## config.mk

```make
export PLATFORM = sky130hd
export DESIGN_NAME = rotate_undo
export DESIGN_NICKNAME = d
export VERILOG_FILES = /design/src/rtl/rotate_pkg.sv /design/src/rtl/barrel_ror.sv /design/src/rtl/rotate_undo.sv
export SDC_FILE = /design/constraint.sdc
export NUM_CORES = 1
export LEC_CHECK = 0
export CAP_MARGIN = 5
export CORE_MARGIN = 8
export CORE_UTILIZATION = 55
export CTS_BUF_LIST = sky130_fd_sc_hd__clkbuf_8
export CTS_CLUSTER_SIZE = 14
export DETAILED_ROUTE_END_ITERATION = 16
export PLACE_DENSITY = 0.82
export RECOVER_POWER = 25
export SETUP_SLACK_MARGIN = 0.1
export SLEW_MARGIN = 20
export SYNTH_ARGS = -nofsm -noshare
export SYNTH_HDL_FRONTEND = slang
export SYNTH_HIERARCHICAL = 1
export SYNTH_SLANG_ARGS = --single-unit
```

## constraint.sdc

```tcl
create_clock -name clk -period 3.6 [get_ports clk]
set_input_delay 0.36 -clock clk [delete_from_list [all_inputs] [get_ports clk]]
set_output_delay 0.36 -clock clk [all_outputs]
set_load 0.05 [all_outputs]
```

## src/rtl/rotate_pkg.sv

```systemverilog
// Shared constants and types for the rotator and its inverse self-check.
package rotate_pkg;

  localparam int unsigned ROT_WIDTH = 100;

  localparam logic [1:0] ROT_HOLD  = 2'b00;
  localparam logic [1:0] ROT_RIGHT = 2'b01;
  localparam logic [1:0] ROT_LEFT  = 2'b10;

  typedef enum logic [1:0] {
    RotHold     = ROT_HOLD,
    RotRight    = ROT_RIGHT,
    RotLeft     = ROT_LEFT,
    RotHoldBoth = 2'b11
  } rot_dir_e;

endpackage

```

## src/rtl/barrel_ror.sv

```systemverilog
// Combinational rotate-right of a WIDTH-bit word by amt (mod WIDTH),
// built from log2 stages of constant rotations.
module barrel_ror #(
  parameter  int unsigned WIDTH = 100,
  localparam int unsigned OFF_W = $clog2(WIDTH)
) (
  input  logic [WIDTH-1:0] din,
  input  logic [OFF_W-1:0] amt,
  output logic [WIDTH-1:0] dout
);

  logic [OFF_W-1:0] amt_c;
  logic [WIDTH-1:0] stage [OFF_W+1];

  // Fold amounts in [WIDTH, 2**OFF_W) back into range; one subtraction suffices.
  assign amt_c = (amt >= OFF_W'(WIDTH)) ? amt - OFF_W'(WIDTH) : amt;

  assign stage[0] = din;

  for (genvar i = 0; i < OFF_W; i++) begin : g_stage
    localparam int unsigned S = (2 ** i) % WIDTH;
    if (S == 0) begin : g_pass
      assign stage[i+1] = stage[i];
    end else begin : g_rot
      assign stage[i+1] = amt_c[i] ? ((stage[i] >> S) | (stage[i] << (WIDTH - S)))
                                   : stage[i];
    end
  end

  assign dout = stage[OFF_W];

endmodule

```

## src/rtl/rotate_undo.sv

```systemverilog
// Inverse companion of rotate100: tracks net rotation, de-rotates the rotator
// output back to the loaded word and raises a sticky flag on any divergence.
module rotate_undo
  import rotate_pkg::*;
#(
  parameter  int unsigned WIDTH = ROT_WIDTH,
  localparam int unsigned OFF_W = $clog2(WIDTH)
) (
  input  logic             clk,
  input  logic             resetn,
  input  logic             load,
  input  logic [1:0]       ena,
  input  logic [WIDTH-1:0] data,
  input  logic [WIDTH-1:0] q_rot,
  input  logic             clr_err,
  output logic [OFF_W-1:0] offset,
  output logic [WIDTH-1:0] q_orig,
  output logic             q_valid,
  output logic             mismatch
);

  localparam logic [OFF_W-1:0] OffMax = OFF_W'(WIDTH - 1);

  logic [OFF_W-1:0] offset_q, offset_d;
  logic [WIDTH-1:0] golden_q, golden_d;
  logic [WIDTH-1:0] golden_dly_q;
  logic [WIDTH-1:0] q_orig_q, q_orig_d;
  logic             armed_q, armed_d;
  logic             q_valid_q;
  logic             load_dly_q;
  logic             mismatch_q, mismatch_d;
  logic             chk_fail;

  barrel_ror #(
    .WIDTH (WIDTH)
  ) u_ror (
    .din  (q_rot),
    .amt  (offset_q),
    .dout (q_orig_d)
  );

  always_comb begin
    offset_d = offset_q;
    golden_d = golden_q;
    armed_d  = armed_q;
    if (load) begin
      offset_d = '0;
      golden_d = data;
      armed_d  = 1'b1;
    end else begin
      case (rot_dir_e'(ena))
        RotLeft:  offset_d = (offset_q == OffMax) ? '0 : offset_q + OFF_W'(1);
        RotRight: offset_d = (offset_q == '0) ? OffMax : offset_q - OFF_W'(1);
        default:  offset_d = offset_q;
      endcase
    end
  end

  // The cycle right after a load still shows the pre-load word, so skip it.
  assign chk_fail = q_valid_q && !load_dly_q && (q_orig_q != golden_dly_q);

  always_comb begin
    mismatch_d = mismatch_q;
    if (chk_fail) begin
      mismatch_d = 1'b1;
    end else if (clr_err) begin
      mismatch_d = 1'b0;
    end
  end

  always_ff @(posedge clk or negedge resetn) begin
    if (!resetn) begin
      offset_q     <= '0;
      golden_q     <= '0;
      golden_dly_q <= '0;
      q_orig_q     <= '0;
      armed_q      <= 1'b0;
      q_valid_q    <= 1'b0;
      load_dly_q   <= 1'b0;
      mismatch_q   <= 1'b0;
    end else begin
      offset_q     <= offset_d;
      golden_q     <= golden_d;
      golden_dly_q <= golden_q;
      q_orig_q     <= q_orig_d;
      armed_q      <= armed_d;
      q_valid_q    <= armed_q;
      load_dly_q   <= load;
      mismatch_q   <= mismatch_d;
    end
  end

  assign offset   = offset_q;
  assign q_orig   = q_orig_q;
  assign q_valid  = q_valid_q;
  assign mismatch = mismatch_q;

endmodule

```

==> reports/results.ini <==
[outcome]
status = finished, violations left
violations = max-capacitance violations, max-slew violations

[cells_and_area]
area_growth_pct = 28.9
drive_above_1_share = 0.279
layout.nets = 2220
regArea_um2 = 7790
multiInputGateArea_um2 = 10700
fin_util = 0.715
design_area_um2 = 24600
fillers = 2419

[timing]
min_period_ps = 3430
period_share = 0.953
relSlewSlack = -1.32
setup_slack_ps = 170
setup_tns_ps = 0
rsz0062_at_grt = no
setup-violations-final = 0
hold_viol_final = 0
holdWs_ps = 343
tightest_slew_ps = 3470
fin_worst_skew_ps = 21.9
drv_slew = 170
max_freq_mhz = 292

[clock_tree]
numCtsBuffers = 52
path_clk_slew_ps = 70
cts_tree = yes
clock_latency_ps = 620
htreeDepth = 2
cts_setup_buffers = 0
clk_path_buf_depth = 3
cts.sinks = 311
root_buffer = clkbuf_8

[grt]
grt_pass1_wl_um = 107000
grt_pass1_vias = 16700
gr-total-overflow = 0
globalRouteTotalUtil = 0.345
antenna_found_initial = 0
grt_max_degree = 114

[setup_path]
crit_type = reg -> reg
critPathLaunchType = flip-flop
critPathRequiredTime_ps = 4140
crit_fanout = 50
critPathCaptureType = flip-flop
crit_arrival_ps = 3970

[synthesis]
ys_seq_elements = 311
synth_top_area_cell = dfrtp_1
syn_inst = 1645
synth_top_family_by_area = multiplexers
syn_area_um2 = 19100
synth_mux_area_frac = 0.304
yosysTopAreaCellShare = 0.408
async_reset_ff_frac = 1.00
avgSynthCellArea_um2 = 11.6
yosysWarnings = 6
synth_area_leaders = dfrtp_1, mux2_2, mux4_2, a22oi_1, mux2i_1
ys_seq_area_frac = 0.408
synth-xor-area-share = 0.0459
synth-compound-area-share = 0.127
synth_ff_type = dfrtp_1
synth_edf_count = 0
mappedNetlistNets = 1856
synth.distinct_cells = 49
yosys.area_share.simple = 0.0790
synth_fa_ha_area_frac = 0.00328

[power_and_ir_drop]
powerDensity_nw_per_um2 = 560
p_leak_nw = 10.1
ir_worst_vdd_uv = 443

[die]
dieArea_um2 = 40900
num_io_pins = 315
die_w_um = 202
core_area_um2 = 34400
die_h_um = 202
start_util = 0.555
rows = 68

[detailed_routing]
drtIter0Drc = 1729
wire_per_inst_um = 28.9
via_per_inst = 6.53
wirelength_um = 72300
drc_errors = 0
drt.antenna.violating_nets = 0
vias = 16300
drtPass1Iterations = 9

[place]
dp_slack_ps = 153
portBuffers = 314
placed_cell_area_um2 = 23400
dp_hpwl_um = 55400
gp_congestion = 0.999

[min_path]
hp-class = in -> reg

[job]
maxCapViolCount = 2

state kept, by name, indices dropped and copies added, names as in the netlist:
name,cells
armed_q,1
golden_dly_q,100
golden_q,100
load_dly_q,1
mismatch,1
offset,7
q_orig,100
q_valid,1
worst paths after layout:
kind,to,cells after the start,slack [ps],start
min in group asynchronous,golden_q[67]$_DFFE_PN0P_,2,1210,resetn
worst max register to register,q_orig[7]$_DFF_PN0_,11,170,offset[3]$_DFFE_PN0P_
worst min-delay path,golden_q[36]$_DFFE_PN0P_,2,340,data[36]
worst max-delay path,q_orig[7]$_DFF_PN0_,11,170,offset[3]$_DFFE_PN0P_
max in group asynchronous,golden_dly_q[53]$_DFF_PN0_,3,640,resetn
worst min register to register,golden_dly_q[39]$_DFF_PN0_,0,350,golden_q[39]$_DFFE_PN0P_
layout by cell type (no fill, tap or decap), types with 10 or more instances in the layout:
master,n
buf_12,21
nand2_1,40
mux4_2,63
xnor2_1,36
nor4_1,57
mux2_2,287
mux2i_1,97
a22oi_1,184
inv_1,24
clkdlybuf4s50_1,312
mux2_1,13
a31oi_1,16
buf_4,96
a21oi_1,141
and3_1,16
xor2_1,64
nor2_1,10
clkbuf_8,66
and2_1,84
dfrtp_1,309
nand4_1,14
power by group:
group          internal, mW  total, mW  switching, mW
sequential             4.06       4.69          0.639
combinational          2.30       5.68           3.38
clock                  1.93       3.38           1.45
metal layers:
layer | global-route usage | vias to the layer above | wire, µm
li1 | - | 7018 | -
met1 | 0.418 | 8116 | 26500
met2 | 0.597 | 1007 | 36500
met3 | 0.0695 | 206 | 6260
met4 | 0.138 | 0 | 2970
met5 | 0 | - | 0
cell usage after synthesis, types with 2 or more instances:
| cell type | n |
|---|---|
| a211o_1 | 2 |
| a211oi_1 | 7 |
| a21oi_1 | 141 |
| a221oi_1 | 2 |
| a22oi_1 | 185 |
| a31oi_1 | 16 |
| a32oi_1 | 2 |
| and2_0 | 2 |
| and2_1 | 85 |
| and3_1 | 16 |
| buf_1 | 2 |
| buf_2 | 62 |
| buf_4 | 9 |
| clkbuf_1 | 49 |
| dfrtp_1 | 311 |
| ha_1 | 5 |
| inv_1 | 12 |
| mux2_1 | 12 |
| mux2_2 | 288 |
| mux2i_1 | 100 |
| mux4_2 | 63 |
| nand2_1 | 41 |
| nand2b_1 | 6 |
| nand3_1 | 3 |
| nand4_1 | 14 |
| nor2_1 | 10 |
| nor2b_1 | 3 |
| nor3_1 | 6 |
| nor3b_1 | 2 |
| nor4_1 | 59 |
| o21ai_0 | 3 |
| o21ai_1 | 5 |
| o22ai_1 | 4 |
| or2_2 | 2 |
| or3_1 | 3 |
| or3b_1 | 2 |
| xnor2_1 | 36 |
| xor2_1 | 64 |
what timing repair did:
action / in CTS / in global routing
endpoints found under the hold margin: 109 / 0
gates resized for setup: 1 / 7
endpoints found under the setup margin: 1 / 5
gates cloned: 0 / 0
hold buffers: 1 / 0
per-stage QoR:
stage / cells / power, mW
finish: 2502 / 13.8
floorplan: 1645 / 7.79
global placement: 2409 / 10.2
global route: 2501 / 14.2
CTS: 2501 / 13.7
detailed placement: 2409 / 10.3
area by class of cell:
type / instances / area share
Antenna cell: 1 / 0.000102
Tap cell: 455 / 0.0232
Clock inverter: 25 / 0.00901
Inverter: 12 / 0.00183
Clock buffer: 66 / 0.0370
Multi-Input combinational cell: 1199 / 0.437
Timing Repair Buffer: 433 / 0.175
Sequential cell: 311 / 0.317
cell families after synthesis:
group | after synthesis
fa+ha+maj | 5
mux | 463
xor+xnor | 100
compound gates | 372
buf+inv | 135
flops | 311
simple gates | 259
critical path, stage by stage (launching register included):
cell,delay [ps]
dfrtp_1,440
inv_1,140
ha_1,180
or3b_4,420
a211oi_2,370
nor4_2,120
buf_12,190
buf_4,230
a22oi_1,280
a21oi_1,110
nor4_1,590
buf_4,230
Note: power is estimated with default switching activity, not from simulation.
